--- src/rtl/adder_tree_pipe.sv ---
// adder_tree_pipe: registered binary adder tree, valid/ready on both sides.
// Optional frame accumulate; define ADDER_TREE_SAT_EN to saturate the accumulator.
module adder_tree_pipe #(
  parameter int BITS     = 8,
  parameter int NUM      = 4,
  parameter int SIGNED   = 0,
  parameter int ACCUM    = 0,
  parameter int ACC_BITS = 8,
  localparam int LEVELS   = (NUM > 1) ? $clog2(NUM) : 0,
  localparam int SUM_BITS = BITS + LEVELS,
  localparam int OUT_BITS = SUM_BITS + ((ACCUM != 0) ? ACC_BITS : 0)
) (
  input  logic                clk,
  input  logic                rst_n,
  input  logic                valid,
  output logic                in_ready,
  input  logic                in_last,
  input  logic [NUM*BITS-1:0] data_in,
  output logic [OUT_BITS-1:0] o,
  output logic                valid_out,
  input  logic                ready_out,
  output logic                overflow
);

  function automatic int cnt_at(input int k);
    int c;
    c = NUM;
    for (int i = 0; i < k; i++) c = (c + 1) / 2;
    return c;
  endfunction

  logic [LEVELS:0]   vld;
  logic [LEVELS+1:0] rdy;
  logic              down_rdy;
  logic [SUM_BITS-1:0] tree_sum;

  // ready ripples back from the consumer; bubbles collapse
  always_comb begin
    rdy[LEVELS+1] = down_rdy;
    for (int k = LEVELS; k >= 0; k--)
      rdy[k] = !vld[k] || rdy[k+1];
  end

  assign in_ready = rdy[0];

  // one valid bit per stage, advancing when that stage is ready
  always_ff @(posedge clk or negedge rst_n) begin
    if (!rst_n) begin
      vld <= '0;
    end else begin
      if (rdy[0]) vld[0] <= valid;
      for (int k = 1; k <= LEVELS; k++)
        if (rdy[k]) vld[k] <= vld[k-1];
    end
  end

  for (genvar k = 0; k <= LEVELS; k++) begin : g_lv
    localparam int CNT = cnt_at(k);
    localparam int W   = BITS + k;
    logic [CNT*W-1:0] d;
    logic [CNT*W-1:0] nxt;

    if (k == 0) begin : g_in
      assign nxt = data_in;
    end else begin : g_add
      localparam int PC = cnt_at(k - 1);
      localparam int PW = W - 1;
      for (genvar j = 0; j < CNT; j++) begin : g_el
        logic [PW-1:0] a;
        assign a = g_lv[k-1].d[2*j*PW +: PW];
        if (2 * j + 1 < PC) begin : g_pair
          logic [PW-1:0] b;
          assign b = g_lv[k-1].d[(2*j+1)*PW +: PW];
          assign nxt[j*W +: W] =
            {(SIGNED != 0) && a[PW-1], a} +
            {(SIGNED != 0) && b[PW-1], b};
        end else begin : g_pass
          assign nxt[j*W +: W] = {(SIGNED != 0) && a[PW-1], a};
        end
      end
    end

    // tree level register, held while downstream stalls
    always_ff @(posedge clk or negedge rst_n) begin
      if (!rst_n) d <= '0;
      else if (rdy[k]) d <= nxt;
    end
  end

  assign tree_sum = g_lv[LEVELS].d;

  if (ACCUM == 0) begin : g_direct
    logic unused_last;
    assign unused_last = in_last;
    assign down_rdy    = ready_out;
    assign o           = tree_sum;
    assign valid_out   = vld[LEVELS];
    assign overflow    = 1'b0;
  end else begin : g_acc
    logic [LEVELS:0]     lst;
    logic [OUT_BITS-1:0] acc;
    logic [OUT_BITS-1:0] ext;
    logic [OUT_BITS-1:0] total;
    logic [OUT_BITS-1:0] res;
    logic sx;
    logic carry;
    logic ovf;
    logic take;

    // last marker rides alongside the valid bits
    always_ff @(posedge clk or negedge rst_n) begin
      if (!rst_n) begin
        lst <= '0;
      end else begin
        if (rdy[0]) lst[0] <= in_last;
        for (int k = 1; k <= LEVELS; k++)
          if (rdy[k]) lst[k] <= lst[k-1];
      end
    end

    // extend tree sum, add, flag wrap; only a last beat needs o free
    always_comb begin
      sx = (SIGNED != 0) && tree_sum[SUM_BITS-1];
      ext = {{ACC_BITS{sx}}, tree_sum};
      {carry, total} = {1'b0, acc} + {1'b0, ext};
      if (SIGNED != 0)
        ovf = (acc[OUT_BITS-1] == ext[OUT_BITS-1]) &&
              (total[OUT_BITS-1] != acc[OUT_BITS-1]);
      else
        ovf = carry;
      res = total;
`ifdef ADDER_TREE_SAT_EN
      if (ovf) begin
        if (SIGNED == 0)
          res = '1;
        else if (acc[OUT_BITS-1])
          res = {1'b1, {(OUT_BITS-1){1'b0}}};
        else
          res = {1'b0, {(OUT_BITS-1){1'b1}}};
      end
`endif
      down_rdy = !lst[LEVELS] || !valid_out || ready_out;
      take = vld[LEVELS] && down_rdy;
    end

    // accumulator and output register; last beat emits and clears
    always_ff @(posedge clk or negedge rst_n) begin
      if (!rst_n) begin
        acc       <= '0;
        o         <= '0;
        valid_out <= 1'b0;
        overflow  <= 1'b0;
      end else begin
        if (valid_out && ready_out) valid_out <= 1'b0;
        if (take) begin
          overflow <= overflow || ovf;
          if (lst[LEVELS]) begin
            o         <= res;
            valid_out <= 1'b1;
            acc       <= '0;
          end else begin
            acc <= res;
          end
        end
      end
    end
  end

endmodule

--- config.mk ---
export PLATFORM = sky130hd
export DESIGN_NAME = adder_tree_pipe
export DESIGN_NICKNAME = d
export VERILOG_FILES = /design/src/rtl/adder_tree_pipe.sv
export SDC_FILE = /design/constraint.sdc
export NUM_CORES = 1
export LEC_CHECK = 0
export ABC_CLOCK_PERIOD_IN_PS = 3410
export BUFFER_PORTS_ARGS = -buffer_cell sky130_fd_sc_hd__buf_2
export CAP_MARGIN = 10
export CORE_MARGIN = 3
export CORE_UTILIZATION = 35
export CTS_CLUSTER_DIAMETER = 60
export DETAILED_ROUTE_END_ITERATION = 8
export GPL_TIMING_DRIVEN = 0
export PLACE_DENSITY = 0.55
export SLEW_MARGIN = 40
export SYNTH_ARGS = -nofsm -noshare
export SYNTH_HDL_FRONTEND = slang
export SYNTH_SLANG_ARGS = --single-unit
--- constraint.sdc ---
create_clock -name clk -period 3.41 [get_ports clk]
set_input_delay 0.5115 -clock clk [delete_from_list [all_inputs] [get_ports clk]]
set_output_delay 0.5115 -clock clk [all_outputs]
set_load 0.005 [all_outputs]
# Word-level counts from Yosys, hierarchy flattened
# Index checks and enable logic that the tools add are counted.
# totals
reg_bits,63
in_bits,37
out_inout_bits,13
# op_classes
addsub,3
n_reduce_logical,6
# ops
cell,count
$add A8 B8 Y9,2
$add A9 B9 Y10,1
$logic_not A1 Y1,3
$logic_or A1 B1 Y1,3

# Logic depth before layout (Yosys ltp)
# depth
word_depth,4
mapped_depth,8
ltp_nobuf,8

# Worst setup path before layout
# No wires, ideal clock.
# synth_path
kind,reg-to-reg
startpoint,register g_lv[1].d[0]
endpoint,register g_lv[2].d[6] (netlist: o[6])
arrival_time_ns,1.789
setup_slack_ns,1.502
stages_incl_launch_ff,9
n_path_buf,0
cell_sequence,dfrtp_1 > ha_1 > inv_1 > fa_1 > nor2b_1 > o31a_1 > o21a_1 > or3_1 > a31o_1
# synth_via
elab_chain_len,1
# synth_rtl
element,line,source
start: declaration,60,logic [CNT*W-1:0] d;
start signal: assignment,86,else if (rdy[k]) d <= nxt;
$add A9 B9 Y10,75,"{(SIGNED != 0) && a[PW-1], a} +"
end signal: assignment,86,
end: declaration,60,
# Every way passes these cells.
# A chain may end at the register's enable or synchronous reset.

# Worst setup path in the final report
# layout_path
startpoint,register vld[2]
endpoint,output port in_ready
# layout_via
elab_chain_len,4
# layout_rtl
element,line,source
start: declaration,32,logic [LEVELS:0] vld;
start signal: indexed assignment,53,if (rdy[k]) vld[k] <= vld[k-1];
$logic_not A1 Y1,41,rdy[k] = !vld[k] || rdy[k+1];
$logic_or A1 B1 Y1 (3 in a row),41,
end: declaration,16,"output logic in_ready,"
# Every way passes these cells.

==> flow_summary.yaml <==
run_status:
  status: "finished clean"
setup_path:
  crit_arrival_ns: 1.77
  cp_slowest_cell: "dfrtp_1"
  worst-path-buf-inv: 3
  r2r-start: "g_lv[1].d[0]$_DFFE_PN0P_"
  crit_chain: "and2b_1 -> and2_0 -> buf_2 -> nand2_4 -> buf_4 -> buf_2"
  crit_path_start_kind: "flop"
  critical_path.top_delay_family: "simple AND/OR/NAND/NOR gates"
  cpPeakStageDelay_ns: 0.38
  cp_max_fo: 10
  cp.required_ns: 2.90
  rrSetupSlack_ns: 1.34
  cp_common_cell: "buf_2"
  crit_type: "flop to output port"
  reg2regPathDepth: 8
  rr_endpoint: "o[6]$_DFFE_PN0P_"
  cp-end-kind: "output port"
timing:
  hold_viol: 0
  setup_slack_ns: 1.13
  drv_slew: 0
  clock_skew_ns: 0.00710
  finalSetupTns_ns: 0
  rsz0062_at_grt: "false"
  fmax_ghz: 0.439
  final-setup-viol-count: 0
  whs_ns: 0.0808
  post-route-min-period_ns: 2.28
  period_share_pct: 66.8
power:
  p_seq_share_pct: 39.5
  leakagePower_nw: 1.78
  irDropWorstVdd_mv: 0.243
  switching_share_pct: 32.4
  p_sw_mw: 0.832
  powerDensity_nw_per_um2: 667
  power_frac_comb_pct: 33.9
  clock_power_share_pct: 26.5
  power_mw: 2.57
  p_int_mw: 1.74
global_route:
  antenna_found_initial: 0
  grt_overflow: 0
  grt_pass1_vias: 2364
  grt_max_degree: 37
  grt_pass1_wl_um: 11100
  track_usage_pct: 13.7
finish:
  fin_util_pct: 43.3
  drive_gt1_share_pct: 28.1
  nets: 419
  seqCellArea_um2: 1580
  fin_cells: 467
  stdcell_area_um2: 3850
  multi_input_area_um2: 1590
  areaGrowthSynthToFinish_pct: 18.5
  n_fill_cell: 879
  antenna_cells: 0
clocking:
  cts_setup_buffers: 0
  clk-insertion-delay-late_ns: 0.34
  cts_buffers: 9
  cts_root_buffer: "clkbuf_8"
  cts_tree: "built"
  cts_repair_resize_count: 0
  cts.sinks: 63
  postCtsHoldBufs: 0
  cts.path.max_buffers: 2
  clk_pin_slew_ns: 0.07
  cts_max_level: 3
drt:
  finalWirelength_um: 6430
  drt_iter0_markers: 96
  drc: 0
  via_per_inst: 4.90
  first_pass_iters: 4
  num_vias: 2288
  post_drt_wl_per_cell_um: 13.8
  ant_nets: 0
synthesis:
  synth_area_um2: 3250
  syn-num-nets: 360
  yosys_register_bits: 63
  synth.avg_cell_area_um2: 11.0
  synth-warning-count: 0
  ys_seq_area_share_pct: 48.5
  synth.distinct_cells: 38
  synthCells: 295
run:
  drv_cap: 0
place:
  placedCellCount: 451
  hpwl_um: 4960
  placed_area_um2: 3640
  pre_cts_ws_ns: 1.24
  port_buffers: 47
  gp_congestion: 0.830
min_path:
  hp-class: "primary input to asynchronous set/reset pin"
floorplan:
  ioPinCount: 50
  die_y_um: 102
  initial_core_util_pct: 36.6
  fp.coreArea_um2: 8890
  dieArea_um2: 10500
  row_count: 34
  fp.dieW_um: 102
-- cells by family (layout without fill, tap and decap cells) --
kind of cell / count (synthesis) / after routing / synth area share (%)
multiplexers: 31 / 31 / 10.7
buffers and inverters: 19 / 83 / 2.69
other: 1 / 1 / 0.115
AND/OR/NAND/NOR: 65 / 65 / 9.39
XOR/XNOR: 11 / 11 / 2.96
adder cells (fa/ha/maj): 28 / 28 / 11.5
AO/OA/AOI/OAI: 77 / 77 / 14.1
flip-flops: 63 / 63 / 48.5
-- area by class of cell --
class                           instances  area share [%]
Multi-Input combinational cell        213            41.2
Sequential cell                        63            40.9
Timing Repair Buffer                   48            6.69
Clock buffer                           13            4.38
Tap cell                              108            3.51
Buffer                                 10            1.40
Clock inverter                          3            1.04
Inverter                                9           0.877
-- power by group through the flow --
stage | Combinational [mW] | Clock, mW | Sequential, mW
2_1_floorplan | 0.633 | 0 | 1.02
3_3_place_gp | 0.858 | 0 | 1.03
3_5_place_dp | 0.877 | 0 | 1.04
4_1_cts | 0.885 | 0.707 | 1.02
5_1_grt | 0.998 | 0.737 | 1.04
6_report | 0.873 | 0.682 | 1.02
-- routing by layer --
metal	wire length [um]	GRT usage [%]	up-vias	part of all wire (%)
met5	0	0	-	0
met4	151	6.76	0	2.3
met3	270	2.87	11	4.2
met2	2890	21.4	49	45
met1	3120	18.2	1067	48
li1	-	-	1161	-
-- registers in the layout, summed over array words and instances, names as in the netlist --
signal and cells:
g_lv.d 50, o 10, vld 3
-- worst reg2reg max path, delay by kind of cell, from the launching register on --
family | cells | cell delay (ns)
buffers and inverters | 1 | 0.08
AO/OA/AOI/OAI | 3 | 0.67
adder cells (fa/ha/maj) | 2 | 0.44
AND/OR/NAND/NOR | 2 | 0.38
flip-flops | 1 | 0.38
-- cells in the mapped netlist, drive strengths merged --
cell type / number / area share (%)
or2: 1 / 0.19
nand3b: 1 / 0.23
a31oi: 3 / 0.58
and2b: 1 / 0.23
xnor2: 3 / 0.81
ha: 25 / 9.6
nand3: 1 / 0.15
xor2: 8 / 2.2
clkbuf: 5 / 0.58
nand2b: 7 / 1.3
a21o: 5 / 1.2
nor2b: 2 / 0.38
nor2: 16 / 1.8
nor3: 1 / 0.15
o31ai: 3 / 0.69
a211oi: 8 / 1.8
a31o: 1 / 0.27
nand2: 29 / 3.6
or4: 1 / 0.23
nor3b: 2 / 0.46
dfrtp: 63 / 48
a221oi: 1 / 0.27
conb: 1 / 0.12
mux2: 31 / 11
o31a: 1 / 0.27
or3: 1 / 0.19
inv: 9 / 1.0
o21ai: 31 / 4.8
buf: 5 / 1.1
o22ai: 1 / 0.19
o21a: 4 / 0.92
o211ai: 3 / 0.69
fa: 3 / 1.8
and2: 2 / 0.39
a21oi: 16 / 2.5
-- worst max-delay path by stage --
| stage | start | endpoint | slack [ns] | cells past startpoint |
|---|---|---|---|---|
| final | vld[2]$_DFFE_PN0P_ | in_ready | 1.13 | 6 |
| after global routing | vld[2]$_DFFE_PN0P_ | in_ready | 1.02 | 6 |
| after CTS | vld[2]$_DFFE_PN0P_ | in_ready | 1.09 | 6 |
| after detailed placement | ready_out | in_ready | 1.24 | 7 |
| after global placement | ready_out | in_ready | 1.24 | 7 |
| after floorplan | g_lv[1].d[0]$_DFFE_PN0P_ | o[6]$_DFFE_PN0P_ | 1.50 | 8 |
-- cells in the final DEF, fill, tap and decap left out, types with 3 or more instances in the layout --
| cell type | netlist | final |
|---|---|---|
| xnor2_1 | 3 | 3 |
| ha_1 | 25 | 25 |
| nand2b_1 | 7 | 7 |
| a211oi_1 | 8 | 8 |
| o21a_1 | 4 | 4 |
| nor2_1 | 16 | 16 |
| a31oi_1 | 3 | 3 |
| xor2_1 | 8 | 8 |
| buf_2 | 1 | 47 |
| a21oi_1 | 16 | 16 |
| dfrtp_1 | 63 | 63 |
| buf_4 | 4 | 5 |
| clkbuf_8 | 0 | 12 |
| o211ai_1 | 3 | 3 |
| nand2_1 | 28 | 28 |
| o21ai_0 | 31 | 31 |
| a21o_1 | 5 | 5 |
| inv_1 | 9 | 9 |
| o31ai_1 | 3 | 3 |
| fa_1 | 3 | 3 |
| clkbuf_1 | 5 | 6 |
| mux2_2 | 31 | 31 |
Power figures use the tool's default switching activity.
